[config.mk]
export PLATFORM = sky130hd
export DESIGN_NAME = median_border_fix
export DESIGN_NICKNAME = d
export VERILOG_FILES = /design/src/rtl/median_border_fix.sv
export SDC_FILE = /design/constraint.sdc
export NUM_CORES = 1
export LEC_CHECK = 0
export CAP_MARGIN = 0
export CELL_PAD_IN_SITES_DETAIL_PLACEMENT = 0
export CELL_PAD_IN_SITES_GLOBAL_PLACEMENT = 1
export CORE_MARGIN = 3
export CORE_UTILIZATION = 40
export DETAILED_ROUTE_END_ITERATION = 7
export HOLD_SLACK_MARGIN = 0.08
export PLACE_DENSITY_LB_ADDON = 0.1
export SETUP_SLACK_MARGIN = 0.05
export SYNTH_ARGS = -nofsm -noshare
export SYNTH_HDL_FRONTEND = slang
export SYNTH_SLANG_ARGS = --single-unit
[constraint.sdc]
create_clock -name clk -period 3.9 [get_ports clk]
set_input_delay 0.585 -clock clk [delete_from_list [all_inputs] [get_ports clk]]
set_output_delay 0.585 -clock clk [all_outputs]
set_load 0.01 [all_outputs]
[src/rtl/median_border_fix.sv]
// median_border_fix
// Output stage behind the 5x5 median line buffer. It tracks the column and
// row of each pixel in the delayed dv/hs/vs stream and learns the active
// frame geometry at each vsync rising edge. Pixels whose kernel reaches
// outside the image are replaced with either the unfiltered centre pixel or
// a fixed fill colour. The result is a registered, aligned RGB stream for
// the HDMI transmitter.
//
// Ports:
//   clk, rst                 pixel clock, asynchronous active-low reset
//   in_dv, in_hs, in_vs      incoming sync, aligned with the pixel buses
//   in_*_med                 median-filtered pixel
//   in_*_raw                 unfiltered kernel-centre pixel
//   mode                     0: border takes raw, 1: border takes FILL_RGB
//   tx_dv, tx_hs, tx_vs      sync delayed by one cycle
//   tx_red/green/blue        selected output pixel (0 outside active video)
//   frame_width/height       learned active geometry
//   geom_valid               a full frame has been measured since reset
//   geom_err                 line-length mismatch seen in the current frame
module median_border_fix #(
  parameter int unsigned BORDER   = 2,
  parameter int unsigned CNT_W    = 12,
  parameter logic [23:0] FILL_RGB = 24'h000000
) (
  input  logic             clk,
  input  logic             rst,
  input  logic             in_dv,
  input  logic             in_hs,
  input  logic             in_vs,
  input  logic [7:0]       in_red_med,
  input  logic [7:0]       in_green_med,
  input  logic [7:0]       in_blue_med,
  input  logic [7:0]       in_red_raw,
  input  logic [7:0]       in_green_raw,
  input  logic [7:0]       in_blue_raw,
  input  logic             mode,
  output logic             tx_dv,
  output logic             tx_hs,
  output logic             tx_vs,
  output logic [7:0]       tx_red,
  output logic [7:0]       tx_green,
  output logic [7:0]       tx_blue,
  output logic [CNT_W-1:0] frame_width,
  output logic [CNT_W-1:0] frame_height,
  output logic             geom_valid,
  output logic             geom_err
);

  localparam logic [CNT_W-1:0] CntMax     = '1;
  localparam logic [CNT_W-1:0] CntOne     = CNT_W'(1);
  localparam logic [CNT_W-1:0] BorderW    = CNT_W'(BORDER);
  localparam logic [CNT_W:0]   DblBorderW = (CNT_W+1)'(2 * BORDER);

  logic             dvPrev_q, vsPrev_q;
  logic [CNT_W-1:0] col_q, col_d;
  logic [CNT_W-1:0] row_q, row_d;
  logic [CNT_W-1:0] lastLen_q, lastLen_d;
  logic [CNT_W-1:0] frameWidth_q, frameWidth_d;
  logic [CNT_W-1:0] frameHeight_q, frameHeight_d;
  logic             geomValid_q, geomValid_d;
  logic             geomErr_q, geomErr_d;
  logic             txDv_q, txHs_q, txVs_q;
  logic [23:0]      txRgb_q, txRgb_d;

  logic             dvFall, vsRise, degenerate, isBorder;
  logic [23:0]      medRgb, rawRgb;

  assign medRgb = {in_red_med, in_green_med, in_blue_med};
  assign rawRgb = {in_red_raw, in_green_raw, in_blue_raw};

  // Position tracking and geometry learning. col_q holds the index of the
  // pixel currently on the inputs, so at the dv falling edge it equals the
  // length of the line just finished. The line-end update is applied before
  // the frame-end update so a coincident dv fall and vs rise still counts
  // the last line in the latched height.
  always_comb begin
    dvFall        = dvPrev_q & ~in_dv;
    vsRise        = in_vs & ~vsPrev_q;
    col_d         = '0;
    row_d         = row_q;
    lastLen_d     = lastLen_q;
    frameWidth_d  = frameWidth_q;
    frameHeight_d = frameHeight_q;
    geomValid_d   = geomValid_q;
    geomErr_d     = geomErr_q;

    if (in_dv) begin
      col_d = (col_q == CntMax) ? col_q : col_q + CntOne;
    end

    if (dvFall) begin
      row_d     = (row_q == CntMax) ? row_q : row_q + CntOne;
      lastLen_d = col_q;
      if (geomValid_q && (col_q != frameWidth_q)) begin
        geomErr_d = 1'b1;
      end
    end

    if (vsRise && (row_d != '0)) begin
      frameHeight_d = row_d;
      frameWidth_d  = lastLen_d;
      geomValid_d   = 1'b1;
      geomErr_d     = 1'b0;
      row_d         = '0;
    end
  end

  // Border classification of the current pixel against the learned geometry.
  // The degenerate test guards the subtractions below against underflow.
  always_comb begin
    degenerate = ({1'b0, frameWidth_q} <= DblBorderW) ||
                 ({1'b0, frameHeight_q} <= DblBorderW);
    isBorder   = degenerate ||
                 (col_q < BorderW) || (col_q >= frameWidth_q - BorderW) ||
                 (row_q < BorderW) || (row_q >= frameHeight_q - BorderW);
  end

  // Pixel select: blank outside active video, raw until geometry is known,
  // raw or fill on the border, median elsewhere.
  always_comb begin
    txRgb_d = '0;
    if (in_dv) begin
      if (!geomValid_q) begin
        txRgb_d = rawRgb;
      end else if (isBorder) begin
        txRgb_d = mode ? FILL_RGB : rawRgb;
      end else begin
        txRgb_d = medRgb;
      end
    end
  end

  // State and output registers.
  always_ff @(posedge clk or negedge rst) begin
    if (!rst) begin
      dvPrev_q      <= 1'b0;
      vsPrev_q      <= 1'b0;
      col_q         <= '0;
      row_q         <= '0;
      lastLen_q     <= '0;
      frameWidth_q  <= '0;
      frameHeight_q <= '0;
      geomValid_q   <= 1'b0;
      geomErr_q     <= 1'b0;
      txDv_q        <= 1'b0;
      txHs_q        <= 1'b0;
      txVs_q        <= 1'b0;
      txRgb_q       <= '0;
    end else begin
      dvPrev_q      <= in_dv;
      vsPrev_q      <= in_vs;
      col_q         <= col_d;
      row_q         <= row_d;
      lastLen_q     <= lastLen_d;
      frameWidth_q  <= frameWidth_d;
      frameHeight_q <= frameHeight_d;
      geomValid_q   <= geomValid_d;
      geomErr_q     <= geomErr_d;
      txDv_q        <= in_dv;
      txHs_q        <= in_hs;
      txVs_q        <= in_vs;
      txRgb_q       <= txRgb_d;
    end
  end

  assign tx_dv        = txDv_q;
  assign tx_hs        = txHs_q;
  assign tx_vs        = txVs_q;
  assign tx_red       = txRgb_q[23:16];
  assign tx_green     = txRgb_q[15:8];
  assign tx_blue      = txRgb_q[7:0];
  assign frame_width  = frameWidth_q;
  assign frame_height = frameHeight_q;
  assign geom_valid   = geomValid_q;
  assign geom_err     = geomErr_q;

endmodule

# Yosys cells after proc, flatten, opt, wreduce, memory -nomap -nowiden
# Cells that the tools add are included.
dict set report totals {
  ff_bits 89
  out_inout_bits 53
  wordCells 53
}
dict set report op_classes {
  addsub 4
  order_cmp 6
  n_eq_ne 4
  mux 13
  bitwise 4
  reduce_logical 11
}
# operator n
set ops {}
lappend ops {{24-bit two-way mux} 4}
lappend ops {{12-bit two-way mux} 6}
lappend ops {{12-bit by 1-bit adder with 12-bit output, second input constant} 2}
lappend ops {{12-bit equality test, second input constant} 2}
lappend ops {{12-bit >= comparator} 2}
lappend ops {{12-bit by 3-bit less-or-equal comparator with 1-bit output, second input constant} 2}
lappend ops {{12-bit by 2-bit less-than comparator with 1-bit output, second input constant} 2}
lappend ops {{12-bit by 2-bit subtractor with 12-bit output, second input constant} 2}
lappend ops {{12-bit inequality test} 1}
lappend ops {{12-bit nonzero test} 1}
lappend ops {{1-bit logical OR} 5}
lappend ops {{2-bit nonzero test} 2}
lappend ops {{1-bit two-way mux} 3}
lappend ops {{1-bit AND} 2}
lappend ops {{1-bit logical AND} 2}
lappend ops {{2-bit inequality test, second input constant} 1}
lappend ops {{1-bit inverter} 2}
lappend ops {{2-bit AND reduction} 1}

# Longest topological paths before layout
# Gate-level depths: netlist of the first run.
dict set report logic_depth {
  depth_word 9
  mapped_depth 13
  depth_no_buf 12
}

# Worst setup path after synthesis of the first run
# Ideal clock, no wire load.
dict set report synth_timing {
  kind {reg2reg}
  from {reg frameWidth_q[3] (netlist: frame_width[3])}
  to {reg txRgb_q[10]}
  setup_time_ps 79
  arrival_ps 3069
  required_time_ps 3821
  slack_ps 752
  path_stages_with_launch 14
  path_buffers 2
  path_cell_list {dfrtp_1 -> clkbuf_1 -> nor4_1 -> nand2_1 -> nor3_1 -> xnor2_1 -> ha_1 -> a21oi_1 -> nor2b_1 -> o21ai_0 -> nand3_1 -> nor4_4 -> buf_6 -> mux2i_1}
}
dict set report synth_via {
  elab_chain_cells 9
  elab_cells_between_ends 11
  cone_classes {add/sub (1); order compare (2); mux (3); reduce/logical (5)}
}
# item line_no
set synth_lines {}
lappend synth_lines {{start, declared} 58} ;# logic [CNT_W-1:0] frameWidth_q, frameWidth_d;
lappend synth_lines {{start signal, assigned} 155} ;# frameWidth_q <= frameWidth_d;
lappend synth_lines {{parallel branches: the longest is 3 deep, another holds 12-bit by 2-bit subtractor with 12-bit output} n/a}
lappend synth_lines {{1-bit logical OR (*) (2 in a row)} 114} ;# (col_q < BorderW) || (col_q >= frameWidth_q - BorderW) ||
lappend synth_lines {{1-bit logical OR (*)} 115} ;# (row_q < BorderW) || (row_q >= frameHeight_q - BorderW);
lappend synth_lines {{24-bit two-way mux (*)} 125} ;# end else if (isBorder) begin
lappend synth_lines {{24-bit two-way mux (*)} 123} ;# if (!geomValid_q) begin
lappend synth_lines {{24-bit two-way mux (*)} 122} ;# if (in_dv) begin
lappend synth_lines {{named net txRgb_d[10]} 63} ;# logic [23:0] txRgb_q, txRgb_d;
lappend synth_lines {{end signal, assigned} 162} ;# txRgb_q <= txRgb_d;
lappend synth_lines {{end, declared} 63}
# Mark *: on every way through the listed nets, which the timed path passes.
# A chain may end at the register's enable or synchronous reset.

# Final worst setup path of the first run
dict set report layout_timing {
  from {reg frameHeight_q[3] (netlist: frame_height[3])}
  to {reg txRgb_q[13]}
}
dict set report layout_via {
  elab_chain_cells 9
  elab_cells_between_ends 11
  cone_classes {add/sub (1); order compare (2); mux (3); reduce/logical (5)}
}
# item line_no
set layout_lines {}
lappend layout_lines {{start, declared} 59} ;# logic [CNT_W-1:0] frameHeight_q, frameHeight_d;
lappend layout_lines {{start signal, assigned} 156} ;# frameHeight_q <= frameHeight_d;
lappend layout_lines {{parallel branches: the longest is 5 deep, another holds 12-bit by 2-bit subtractor with 12-bit output} n/a}
lappend layout_lines {{1-bit logical OR (*)} 115}
lappend layout_lines {{24-bit two-way mux (*)} 125}
lappend layout_lines {{24-bit two-way mux (*)} 123}
lappend layout_lines {{24-bit two-way mux (*)} 122}
lappend layout_lines {{named net txRgb_d[13]} 63}
# Marks and branches as above.

==> qor.yml, run 1 <==
outcome: "finished, final reports clean"
hold_buffers: 0
required_ns: 4.16
worst_clock_skew_ns: 0.00812
final_min_period_over_clock_period_pct: 91.9
number_of_synthesized_flops_with_an_enable_pin: 0
layout.area.seq_um2: 2230
clkTransAtPathRegs_ns: 0.06
detailedRoute.firstIterationViolations: 227
ys_seq_elements: 89
grt_pass1_wl_um: 22300
fillCellCount: 1185
max_stage_delay_ns: 0.62
power_density_nw_per_um2: 417
synthesis.nets: 627
critPathArrivalTime_ns: 3.84
yosysTopAreaCellShare_pct: 42.0
drv_cap: 0
clock_tree.htree_level_count: 3
min_period_ns: 3.59
yosys-top-cells-count: "sky130_fd_sc_hd__nand2_1, sky130_fd_sc_hd__dfrtp_1, sky130_fd_sc_hd__mux2i_1, sky130_fd_sc_hd__nor2_1, sky130_fd_sc_hd__ha_1"
post-dp-hpwl_um: 9850
unrepaired_setup_endpoints_after_global_routing: "false"
dieArea_um2: 14700
cts_inserted_buffers: 9
master_cell_of_the_clock_root_buffer: "sky130_fd_sc_hd__clkbuf_16"
multi_input_area_um2: 2860
io_pins: 107
critPathSlowestCell: "sky130_fd_sc_hd__or4_1"
wl_per_cell_um: 16.6
maxSlewViolCount: 0
hold-worst-slack_ns: 0.334
most_frequent_cell_after_synthesis: "sky130_fd_sc_hd__nand2_1"
vias: 4322
leakage_nw: 3.02
worst_path_cell_chain: "or4_1 > nor4_1 > and2_1 > nand2_1 > xnor2_1 > ha_1 > nor2_1 > o41ai_2 > a31oi_1 > o31ai_1 > nor4_4 > buf_4 > mux2i_1"
maxSlewHeadroom_pct: 28.2
core_region_area_um2: 12800
hp-class: "input pin to async pin"
drt-total-wl_um: 13500
grt_pass1_vias: 4339
ys_warn_count: 0
post_synth_instance_area_um2: 5300
synth_top_flop_cell: "sky130_fd_sc_hd__dfrtp_1"
buffer_ports.inserted: 106
finish.net_count: 721
critPathKind: "register to register"
critPathLaunchType: "register"
antenna_found_initial: 0
synth_top_cell_by_area: "sky130_fd_sc_hd__dfrtp_1"
final_hold_viol_count: 0
tritoncts: "yes"
fmax_mhz: 279
grt_max_degree: 64
chipWidth_um: 121
layout-drive-gt1-share_pct: 9.78
clk_path_buf_depth: 2
globalplace.congestion: 0.905
yosysSeqAreaShare_pct: 42.0
timing.critical_path.fanout_max: 24
timing.setup.tns_ns: 0
ant_nets: 0
area_growth_from_synthesis_to_layout_pct: 28.4
grt_util_all_layers_pct: 19.4
drc: 0
synthCells: 545
route.detailed.vias_per_inst: 5.30
post_synthesis_mean_instance_area_um2: 9.72
die_height_um: 121
yosysUniqueCellTypes: 46
insertion_delay_ns: 0.34
endpoint_type_of_the_worst_setup_path: "register"
floorplan.rows: 41
power.ir.vdd_worst_mv: 0.219
ys_async_sr_fraction_pct: 100
tightest_slew_ns: 1.08
num_antenna_cells: 0
start_util_pct: 41.5
globalRouteOverflowTotal: 0
ys_top_cells_by_area: "sky130_fd_sc_hd__dfrtp_1, sky130_fd_sc_hd__nand2_1, sky130_fd_sc_hd__ha_1"
cts.sink_count: 89
detail_route.first_pass.iterations: 4
finish_stage_setup_viols: 0
power breakdown:
part	switching [mW]	total (mW)	internal (mW)	leakage, nW
Sequential	0.0761	1.06	0.982	1.20
Clock	0.355	0.933	0.578	0.159
Combinational	0.414	0.844	0.431	1.66
worst max-delay path: cells and delay by family, from the launching register on:
family	cells	cell delay, ns
AND/OR/NAND/NOR	6	1.61
flip-flops	1	0.45
AO/OA/AOI/OAI	3	0.44
buffers and inverters	1	0.43
multiplexers	1	0.26
adder cells (fa/ha/maj)	1	0.18
XOR/XNOR	1	0.13
layer usage:
layer	vias to the layer above	part of all wire [%]	global-route usage (%)
met5	-	0	0
met4	0	2.2	7.65
met3	18	8.5	6.48
met2	138	43	29.1
met1	2076	46	25.9
li1	2090	-	-
cell families after synthesis:
kind of cell / count (synthesis) / synth area share (%)
compound gates: 60 / 7.20
buf+inv: 47 / 4.11
flops: 89 / 42.0
xor+xnor: 39 / 6.45
simple gates: 216 / 19.8
fa+ha+maj: 28 / 6.61
mux: 66 / 13.8
cell usage in the layout, fill, tap and decap left out, types with 4 or more instances in the layout:
| cell | instances |
|---|---|
| sky130_fd_sc_hd__mux2i_1 | 32 |
| sky130_fd_sc_hd__clkdlybuf4s50_1 | 105 |
| sky130_fd_sc_hd__buf_4 | 8 |
| sky130_fd_sc_hd__clkbuf_16 | 9 |
| sky130_fd_sc_hd__inv_1 | 17 |
| sky130_fd_sc_hd__nor2_1 | 32 |
| sky130_fd_sc_hd__o21ai_0 | 13 |
| sky130_fd_sc_hd__nor2b_1 | 4 |
| sky130_fd_sc_hd__or3_1 | 5 |
| sky130_fd_sc_hd__dfrtp_1 | 89 |
| sky130_fd_sc_hd__mux2_2 | 24 |
| sky130_fd_sc_hd__nand2b_1 | 8 |
| sky130_fd_sc_hd__nand4_1 | 12 |
| sky130_fd_sc_hd__nand2_1 | 100 |
| sky130_fd_sc_hd__nand3_1 | 11 |
| sky130_fd_sc_hd__a21o_1 | 9 |
| sky130_fd_sc_hd__nor4_1 | 11 |
| sky130_fd_sc_hd__o22ai_1 | 8 |
| sky130_fd_sc_hd__mux2_4 | 7 |
| sky130_fd_sc_hd__xnor2_1 | 25 |
| sky130_fd_sc_hd__ha_1 | 28 |
| sky130_fd_sc_hd__a21oi_1 | 15 |
| sky130_fd_sc_hd__xor2_1 | 14 |
| sky130_fd_sc_hd__nor3_1 | 8 |
| sky130_fd_sc_hd__o31ai_1 | 5 |
per-stage QoR:
stage	total power, mW	utilization (%)	worst slack [ns]	area (um^2)	cells
2_1_floorplan	1.61	-	0.752	5300	545
3_3_place_gp	1.91	50.7	0.392	6470	800
5_1_grt	3.02	53.3	0.0627	6800	816
3_5_place_dp	1.92	50.7	0.338	6470	800
6_report	2.84	53.3	0.314	6800	816
4_1_cts	2.87	53.2	0.312	6800	816
state kept, by name, summed over array words and instances, names as in the netlist:
name / flops
txRgb_q: 24
col_q: 12
geom_valid: 1
tx_vs: 1
tx_dv: 1
tx_hs: 1
frame_height: 12
frame_width: 12
lastLen_q: 12
geom_err: 1
row_q: 12
path summary, 6_finish.rpt:
kind                       cells past startpoint  slack [ns]                          to                         from
min                                            1        0.33  frame_width[3]$_DFFE_PN0P_                          rst
min in group clk                               2        0.47     lastLen_q[10]$_DFF_PN0_      lastLen_q[10]$_DFF_PN0_
max reg2reg                                   13        0.31       txRgb_q[13]$_DFF_PN0_  frame_height[3]$_DFFE_PN0P_
max                                           13        0.31       txRgb_q[13]$_DFF_PN0_  frame_height[3]$_DFFE_PN0P_
max in group asynchronous                      2        2.82          row_q[1]$_DFF_PN0_                          rst
min reg2reg                                    2        0.47     lastLen_q[10]$_DFF_PN0_      lastLen_q[10]$_DFF_PN0_
timing repair:
action,4_1_cts,5_1_grt
setup buffers,0,0
endpoints found under the setup margin,0,13
resized for setup,0,1
cell type report:
| class | instances | share of cell area, % |
|---|---|---|
| clock inverters | 5 | 1.16 |
| well taps | 172 | 3.16 |
| clock buffers | 11 | 3.57 |
| repair buffers | 113 | 16.3 |
| multi-input cells | 409 | 42.1 |
| flip-flops and latches | 89 | 32.7 |
| inverters | 17 | 0.938 |
Note: power is estimated with default switching activity, not from simulation.
==> run 2: changes to the inputs <==
--- a/config.mk
+++ b/config.mk
@@ -11,6 +11,7 @@
 export CORE_MARGIN = 3
 export CORE_UTILIZATION = 40
 export DETAILED_ROUTE_END_ITERATION = 7
+export GPL_TIMING_DRIVEN = 1
 export HOLD_SLACK_MARGIN = 0.08
 export PLACE_DENSITY_LB_ADDON = 0.1
 export SETUP_SLACK_MARGIN = 0.05
==> results of run 2 <==
Final layout, timing and power as in run 1 (identical DEF).
